File: config.mk
export PLATFORM = sky130hd
export DESIGN_NAME = jtag_dtm
export DESIGN_NICKNAME = d
export VERILOG_FILES = /design/src/rtl/jtag_dtm.sv
export SDC_FILE = /design/constraint.sdc
export NUM_CORES = 1
export LEC_CHECK = 0
export CELL_PAD_IN_SITES_DETAIL_PLACEMENT = 0
export CELL_PAD_IN_SITES_GLOBAL_PLACEMENT = 1
export CORE_ASPECT_RATIO = 2
export CORE_MARGIN = 2
export CORE_UTILIZATION = 30
export CTS_BUF_LIST = sky130_fd_sc_hd__clkbuf_8
export CTS_CLUSTER_DIAMETER = 120
export DETAILED_ROUTE_END_ITERATION = 10
export PLACE_DENSITY_LB_ADDON = 0.15
export SETUP_SLACK_MARGIN = 0.15
export SLEW_MARGIN = 5
export SYNTH_ARGS = -nofsm -noshare
export SYNTH_HDL_FRONTEND = slang
export SYNTH_SLANG_ARGS = --single-unit
File: constraint.sdc
create_clock -name clk_i -period 4.7 [get_ports clk_i]
set_clock_uncertainty 0.1 [all_clocks]
set_input_delay 0.705 -clock clk_i [delete_from_list [all_inputs] [get_ports clk_i]]
set_output_delay 0.705 -clock clk_i [all_outputs]
set_load 0.02 [all_outputs]
File: src/rtl/jtag_dtm.sv
// rtl/jtag_dtm.sv - RISC-V debug transport module (DTMCS and DMI registers behind a JTAG TAP)
module jtag_dtm #(
   parameter int         DMI_ABITS = 7,
   parameter int         DR_WIDTH  = 41,
   parameter logic [2:0] IDLE_HINT = 3'd1
) (
   input  logic                 clk_i,
   input  logic                 rst_i,
   input  logic                 cust_rg_addr_i,
   input  logic                 cust_rg_val_i,
   input  logic [DR_WIDTH-1:0]  cust_rg_dat_i,
   output logic [DR_WIDTH-1:0]  cust_rg_dat_o,
   input  logic                 cust_rg_dat_re_i,
   input  logic                 cust_rg_dat_we_i,
   output logic                 dmi_req_valid_o,
   input  logic                 dmi_req_ready_i,
   output logic [DMI_ABITS-1:0] dmi_req_addr_o,
   output logic [31:0]          dmi_req_data_o,
   output logic [1:0]           dmi_req_op_o,
   input  logic                 dmi_resp_valid_i,
   output logic                 dmi_resp_ready_o,
   input  logic [31:0]          dmi_resp_data_i,
   input  logic [1:0]           dmi_resp_op_i
);

   typedef enum logic [1:0] {
      ST_IDLE = 2'd0,
      ST_REQ  = 2'd1,
      ST_WAIT = 2'd2
   } state_t;

   state_t                r_state;
   logic [1:0]            r_sticky_err;
   logic [DMI_ABITS-1:0]  r_addr_q;
   logic [31:0]           r_resp_data_q;
   logic                  r_req_valid;
   logic [DMI_ABITS-1:0]  r_req_addr;
   logic [31:0]           r_req_data;
   logic [1:0]            r_req_op;
   logic                  r_resp_ready;

   logic                  w_dmi_upd;
   logic                  w_dtmcs_upd;
   logic                  w_dmi_cap;
   logic [1:0]            w_upd_op;
   logic [31:0]           w_upd_data;
   logic [DMI_ABITS-1:0]  w_upd_addr;
   logic [1:0]            w_op_rd;
   logic                  w_upd_is_req;

   assign w_dmi_upd    = cust_rg_dat_we_i & cust_rg_val_i & cust_rg_addr_i;
   assign w_dtmcs_upd  = cust_rg_dat_we_i & cust_rg_val_i & ~cust_rg_addr_i;
   assign w_dmi_cap    = cust_rg_dat_re_i & cust_rg_val_i & cust_rg_addr_i;
   assign w_upd_op     = cust_rg_dat_i[1:0];
   assign w_upd_data   = cust_rg_dat_i[33:2];
   assign w_upd_addr   = cust_rg_dat_i[33+DMI_ABITS:34];
   assign w_upd_is_req = (w_upd_op == 2'd1) || (w_upd_op == 2'd2);

   // A transaction in flight always reads back as busy; otherwise the sticky status
   assign w_op_rd = (r_state != ST_IDLE) ? 2'd3 : r_sticky_err;

   assign dmi_req_valid_o  = r_req_valid;
   assign dmi_req_addr_o   = r_req_addr;
   assign dmi_req_data_o   = r_req_data;
   assign dmi_req_op_o     = r_req_op;
   assign dmi_resp_ready_o = r_resp_ready;

   // Upper scan bits beyond the DMI fields carry no meaning
   generate
      if (DR_WIDTH > DMI_ABITS + 34) begin : g_unused_hi
         logic w_unused_hi;
         assign w_unused_hi = ^cust_rg_dat_i[DR_WIDTH-1:DMI_ABITS+34];
      end
   endgenerate

   // Capture value: zero-latency mux of registered state, sampled by the TAP in Capture-DR
   always_comb begin
      cust_rg_dat_o = '0;
      if (cust_rg_val_i) begin
         if (!cust_rg_addr_i) begin
            cust_rg_dat_o[3:0]   = 4'd1;
            cust_rg_dat_o[9:4]   = 6'(DMI_ABITS);
            cust_rg_dat_o[11:10] = r_sticky_err;
            cust_rg_dat_o[14:12] = IDLE_HINT;
         end else begin
            cust_rg_dat_o[1:0]             = w_op_rd;
            cust_rg_dat_o[33:2]            = r_resp_data_q;
            cust_rg_dat_o[33+DMI_ABITS:34] = r_addr_q;
         end
      end
   end

   // DMI transaction FSM with sticky error tracking; DTMCS resets are applied last so they win
   always_ff @(posedge clk_i) begin
      if (rst_i) begin
         r_state       <= ST_IDLE;
         r_sticky_err  <= 2'd0;
         r_addr_q      <= '0;
         r_resp_data_q <= '0;
         r_req_valid   <= 1'b0;
         r_req_addr    <= '0;
         r_req_data    <= '0;
         r_req_op      <= 2'd0;
         r_resp_ready  <= 1'b1;
      end else begin
         // The DTM never back-pressures responses; stray ones are simply dropped
         r_resp_ready <= 1'b1;

         if (w_dmi_cap && (r_state != ST_IDLE) && (r_sticky_err == 2'd0)) begin
            r_sticky_err <= 2'd3;
         end

         case (r_state)
            ST_IDLE: begin
               if (w_dmi_upd && (r_sticky_err == 2'd0) && w_upd_is_req) begin
                  r_req_addr  <= w_upd_addr;
                  r_req_data  <= w_upd_data;
                  r_req_op    <= w_upd_op;
                  r_addr_q    <= w_upd_addr;
                  r_req_valid <= 1'b1;
                  r_state     <= ST_REQ;
               end
            end
            ST_REQ: begin
               if (w_dmi_upd && (r_sticky_err == 2'd0)) begin
                  r_sticky_err <= 2'd3;
               end
               if (r_req_valid && dmi_req_ready_i) begin
                  r_req_valid <= 1'b0;
                  r_state     <= ST_WAIT;
               end
            end
            ST_WAIT: begin
               if (w_dmi_upd && (r_sticky_err == 2'd0)) begin
                  r_sticky_err <= 2'd3;
               end
               if (dmi_resp_valid_i) begin
                  r_resp_data_q <= dmi_resp_data_i;
                  r_state       <= ST_IDLE;
                  if (r_sticky_err == 2'd0) begin
                     if (dmi_resp_op_i == 2'd3) begin
                        r_sticky_err <= 2'd3;
                     end else if (dmi_resp_op_i != 2'd0) begin
                        r_sticky_err <= 2'd2;
                     end
                  end
               end
            end
            default: begin
               r_state <= ST_IDLE;
            end
         endcase

         if (w_dtmcs_upd && (cust_rg_dat_i[16] || cust_rg_dat_i[17])) begin
            r_sticky_err <= 2'd0;
         end
         if (w_dtmcs_upd && cust_rg_dat_i[17]) begin
            r_state     <= ST_IDLE;
            r_req_valid <= 1'b0;
         end
      end
   end

endmodule

==> results of run 1 <==
-- layout make-up --
| class | count | area (µm²) |
|---|---|---|
| fill | 1033 | 5390 |
| clock inverter | 6 | 38.8 |
| timing repair buffer | 173 | 1710 |
| sequential | 78 | 1560 |
| tap | 137 | 171 |
| clock buffer | 10 | 138 |
| multi-input combinational | 310 | 1500 |
| inverter | 9 | 33.8 |
-- worst max-delay path by stage --
stage	end	slack [ns]	cells after the start
after global routing	cust_rg_dat_o[21]	0.86	4
after global placement	cust_rg_dat_o[36]	1.02	4
after detailed placement	cust_rg_dat_o[38]	0.99	4
final	cust_rg_dat_o[21]	1.02	4
after CTS	cust_rg_dat_o[21]	0.99	4
after floorplan	cust_rg_dat_o[10]	2.56	3
-- sequential cells by signal, summed over array words and instances, names as in the netlist --
| register | flops |
|---|---|
| r_sticky_err | 2 |
| dmi_req_op_o | 2 |
| r_state | 2 |
| r_resp_data_q | 32 |
| dmi_req_data_o | 32 |
| dmi_req_valid_o | 1 |
| dmi_req_addr_o | 7 |
-- cell families (layout without fill, tap and decap cells) --
family | after synthesis | count (layout)
and+or+nand+nor | 205 | 205
AOI/OAI and AO/OA | 97 | 97
DFF | 78 | 78
buffers and inverters | 42 | 198
adders and majority gates | 3 | 3
xor gates and xnor gates | 2 | 2
muxes | 2 | 2
other | 1 | 1
-- power by group through the flow --
| stage | combinational [mW] | clock, mW | sequential (mW) |
|---|---|---|---|
| after global routing | 0.305 | 0.499 | 0.711 |
| after floorplan | 0.126 | 0 | 0.732 |
| after CTS | 0.281 | 0.474 | 0.707 |
| after global placement | 0.277 | 0 | 0.721 |
| after detailed placement | 0.280 | 0 | 0.722 |
| final | 0.277 | 0.448 | 0.706 |
-- cell usage after synthesis, drive strengths merged, types with 2 or more instances --
cell and number:
dfxtp 78, mux2i 2, a21oi 83, a21o 2, inv 9, o211a 2, xor2 2, nor2b 2
nand2 152, nor2 6, and3 34, ha 3, buf 14, clkbuf 19, and3b 2, a21boi 2
o21ai 2, nand4 2
-- worst max-delay path, cell delays in order --
cell,delay (ns)
clkdlybuf4s50_1,1.04
buf_4,0.34
and3_1,0.19
clkdlybuf4s50_1,0.61
-- routing by layer --
metal | share of wire | vias up
met5 | 0 | -
met4 | 0.019 | 0
met3 | 0.057 | 12
met2 | 0.54 | 111
met1 | 0.39 | 1463
li1 | - | 1710
==> impl_metrics.json, run 1 <==
{
  "setup_viol": 0,
  "finalPower_mw": 1.43,
  "first_pass_iters": 4,
  "whs_ns": 0.352,
  "synth_adder_area_share": 0.0116,
  "drive_gt1_frac": 0.0444,
  "grt.busiest_layer": "met2",
  "clock_latency_ns": 0.35,
  "syn_area_um2": 3250,
  "clock_path_buffers": 2,
  "cts_resized": 0,
  "postCtsHoldBufs": 0,
  "switchingPower_mw": 0.399,
  "fin_cells": 723,
  "grt_usage": 0.179,
  "io_buffers": 165,
  "r2r_slack_ns": 2.28,
  "grt_pass1_wl_um": 16500,
  "use_met2": 0.326,
  "tightest_slew_ns": 0.867,
  "crit_path_end_kind": "primary output",
  "critical_path_arrival_ns": 2.88,
  "hold_viol_final": 0,
  "die_h_um": 151,
  "switching_share": 0.279,
  "ys_seq_elements": 78,
  "final_core_util": 0.489,
  "cp_max_fo": 26,
  "cts_buffers": 9,
  "route.detailed.drc": 0,
  "ys.flop_type": "dfxtp_1",
  "cts_max_level": 3,
  "place_area_um2": 4980,
  "use_met1": 0.195,
  "finalInstanceArea_um2": 5150,
  "ys_types": 34,
  "rsz0062_at_grt": "no",
  "antenna_found_initial": 0,
  "synth_top_cell_area_share": 0.481,
  "synth_cells": 430,
  "synth_nets": 516,
  "synth_area_leaders": "dfxtp_1, nand2_1, a21oi_1, and3_1, clkbuf_1",
  "wirelength_um": 10300,
  "synth.mux.area_fraction": 0.00616,
  "final_common_cell": "clkdlybuf4s50_1",
  "drv_slew": 0,
  "pwr-share-comb": 0.194,
  "overflow": 0,
  "grt_util_met3": 0.0393,
  "cts_setup_buffers": 0,
  "p_clk_frac": 0.313,
  "fin_crit_ns": 3.68,
  "period_share": 0.783,
  "synth_compound_area_frac": 0.162,
  "num_vias": 3296,
  "cts_num_sinks": 78,
  "syn_avg_cell_area_um2": 7.56,
  "async_flop_share": 0,
  "synth_warnings": 0,
  "synth_edf_count": 0,
  "worst_setup_path_start_kind": "primary input",
  "fin_setup_tns_ns": 0,
  "dp_hpwl_um": 7570,
  "drt_iter0_markers": 102,
  "io_pins": 167,
  "critPathRequiredTime_ns": 3.89,
  "cts.root.buffer_cell": "clkbuf_8",
  "placed_cells": 707,
  "routedWlPerCell_um": 14.3,
  "final_nets": 667,
  "drv_cap": 0,
  "grt_pass1_vias": 3260,
  "start_util": 0.308,
  "layout_common_cells": "clkdlybuf4s50_1, nand2_1, a21oi_1, dfxtp_1, and3_1",
  "rr_startpoint": "r_state[0]",
  "slew_headroom": 0.420,
  "clk_pin_slew_ns": 0.08,
  "hold_depth": 2,
  "area_growth_pct": 58.6,
  "min-delay-path-class": "register to register",
  "coreArea_um2": 10500,
  "r2r_end": "dmi_req_data_o[11]",
  "clock.fmax_mhz": 272,
  "cts_tree": "yes",
  "worstRegToRegCells": 7,
  "synth-simple-area-share": 0.277,
  "grt_max_degree": 39,
  "max-vdd-ir-drop_uv": 154,
  "internal_power_mw": 1.03,
  "ant_nets": 0,
  "status": "finished, final reports clean",
  "via_per_inst": 4.56,
  "p_leak_nw": 1.91,
  "yosysSeqAreaShare": 0.481,
  "min_to": "r_resp_data_q[1]",
  "seq_power_share": 0.494,
  "die_area_um2": 11700,
  "synth_top_family_by_area": "simple AND/OR/NAND/NOR gates",
  "gp_congestion": 0.764,
  "startpoint": "cust_rg_addr_i",
  "synth_xor_area_frac": 0.00539,
  "die_x_um": 77.6,
  "fp-row-count": 53,
  "pre_cts_slack_ns": 0.992,
  "yosysTopAreaCell": "dfxtp_1",
  "powerDensity_nw_per_um2": 278,
  "critPathKind": "primary input to primary output",
  "holdCritStartpoint": "r_resp_data_q[1]",
  "layout_setup_ws_ns": 1.02,
  "n_antenna_cell": 0
}
(Power assumes the default switching activity.)
==> inputs of run 2 (changes only) <==
--- a/config.mk
+++ b/config.mk
@@ -9,7 +9,7 @@
 export CELL_PAD_IN_SITES_GLOBAL_PLACEMENT = 1
 export CORE_ASPECT_RATIO = 2
 export CORE_MARGIN = 2
-export CORE_UTILIZATION = 30
+export CORE_UTILIZATION = 28
 export CTS_BUF_LIST = sky130_fd_sc_hd__clkbuf_8
 export CTS_CLUSTER_DIAMETER = 120
 export DETAILED_ROUTE_END_ITERATION = 10
==> constraint.sdc (replaced) <==
create_clock -name clk_i -period 3.86 [get_ports clk_i]
set_clock_uncertainty 0.1 [all_clocks]
set_input_delay 0.579 -clock clk_i [delete_from_list [all_inputs] [get_ports clk_i]]
set_output_delay 0.579 -clock clk_i [all_outputs]
set_load 0.02 [all_outputs]
==> impl_metrics.json, run 2 (synthesized netlist as in run 1, its figures left out) <==
{
  "ant_nets": 0,
  "cts_max_level": 3,
  "cts_tree": "yes",
  "r2r_slack_ns": 1.71,
  "n_antenna_cell": 0,
  "area_growth_pct": 60.2,
  "critPathRequiredTime_ns": 3.18,
  "critPathKind": "primary input to primary output",
  "min-delay-path-class": "register to register",
  "first_pass_iters": 4,
  "io_pins": 167,
  "r2r_end": "dmi_req_data_o[15]",
  "tightest_slew_ns": 0.929,
  "fin_cells": 729,
  "grt_pass1_vias": 3255,
  "path_buf_inv": 3,
  "die_x_um": 80.2,
  "use_met1": 0.182,
  "clock_latency_ns": 0.34,
  "slew_headroom": 0.381,
  "placed_cells": 713,
  "min_to": "r_resp_data_q[29]",
  "route.detailed.drc": 0,
  "final_common_cell": "clkdlybuf4s50_1",
  "cts_resized": 0,
  "status": "finished, final reports clean",
  "drt_iter0_markers": 159,
  "dp_hpwl_um": 7490,
  "holdCritStartpoint": "r_resp_data_q[29]",
  "clock.fmax_mhz": 322,
  "final_nets": 668,
  "coreArea_um2": 11300,
  "fp-row-count": 55,
  "grt_util_met3": 0.0433,
  "fin_crit_ns": 3.11,
  "start_util": 0.288,
  "setup_viol": 0,
  "cpPeakStageDelay_ns": 0.63,
  "cp_max_fo": 28,
  "fin_setup_tns_ns": 0,
  "cp_slowest_cell": "clkdlybuf4s50_1",
  "cts.root.buffer_cell": "clkbuf_8",
  "crit_chain": "clkdlybuf4s50_1, buf_4, nand2_1, nor2_1, clkdlybuf4s50_1",
  "io_buffers": 165,
  "clk_pin_slew_ns": 0.08,
  "grt_max_degree": 49,
  "worstRegToRegCells": 7,
  "critical_path_arrival_ns": 2.43,
  "via_per_inst": 4.64,
  "crit_path_end_kind": "primary output",
  "powerDensity_nw_per_um2": 357,
  "hold_viol_final": 0,
  "grt.busiest_layer": "met2",
  "crit_top_cell": "clkdlybuf4s50_1",
  "postCtsHoldBufs": 0,
  "whs_ns": 0.351,
  "worst_setup_path_start_kind": "primary input",
  "cp_top_family": "buffers and inverters",
  "max-vdd-ir-drop_uv": 177,
  "layout_common_cells": "clkdlybuf4s50_1, nand2_1, a21oi_1, dfxtp_1, and3_1",
  "use_met2": 0.288,
  "routedWlPerCell_um": 14.2,
  "die_h_um": 156,
  "gp_congestion": 0.774,
  "antenna_found_initial": 0,
  "overflow": 0,
  "rr_startpoint": "r_state[0]",
  "hold_depth": 2,
  "wirelength_um": 10300,
  "cts_buffers": 9,
  "final_core_util": 0.461,
  "drv_cap": 0,
  "startpoint": "cust_rg_val_i",
  "rsz0062_at_grt": "no",
  "die_area_um2": 12500,
  "p_leak_nw": 1.94,
  "cts_setup_buffers": 0,
  "num_vias": 3383,
  "clock_path_buffers": 2,
  "drive_gt1_frac": 0.0443,
  "period_share": 0.805,
  "cts_num_sinks": 78,
  "drv_slew": 0,
  "grt_pass1_wl_um": 15900,
  "grt_usage": 0.162
}
-- run 2: routing by layer --
layer  vias to the layer above  share of wire
met1                      1548           0.40
met2                       108           0.53
li1                       1718              -
met4                         0          0.014
met5                         -              0
met3                         9          0.061
-- run 2: layout make-up --
type,count,area (µm²)
Clock buffer,9,124
Clock inverter,7,91.3
Fill cell,1170,6080
Inverter,9,33.8
Multi-Input combinational cell,310,1500
Sequential cell,78,1560
Tap cell,142,178
Timing Repair Buffer,174,1710
-- run 2: how the worst max path moves through the flow --
stage                                    to  slack [ns]  cells after the start
final                      cust_rg_dat_o[1]        0.75                      5
after global routing       cust_rg_dat_o[1]        0.61                      5
after CTS                  cust_rg_dat_o[1]        0.74                      5
after detailed placement   cust_rg_dat_o[1]        0.74                      5
after global placement     cust_rg_dat_o[1]        0.76                      5
after floorplan           cust_rg_dat_o[10]        1.97                      3
-- run 2: worst min-delay path: cells and delay by family, from the launching register on --
family	cells	cell delay, ns
AO/OA/AOI/OAI	1	0.05
flip-flops	1	0.31
AND/OR/NAND/NOR	1	0.05
-- run 2: report_power, final --
| part | switching [mW] | leakage [nW] | internal, mW |
|---|---|---|---|
| Combinational | 0.168 | 1.20 | 0.169 |
| Clock | 0.302 | 0.108 | 0.361 |
| Sequential | 0.0187 | 0.631 | 0.840 |
-- run 2: metrics by stage --
| step | power (mW) | setup WS, ns | instance area [µm²] |
|---|---|---|---|
| global placement | 1.22 | 0.759 | 4990 |
| finish | 1.86 | 0.751 | 5210 |
| CTS | 1.90 | 0.735 | 5210 |
| floorplan | 1.04 | 1.97 | 3250 |
| detailed placement | 1.22 | 0.735 | 4990 |
| global route | 1.96 | 0.612 | 5210 |
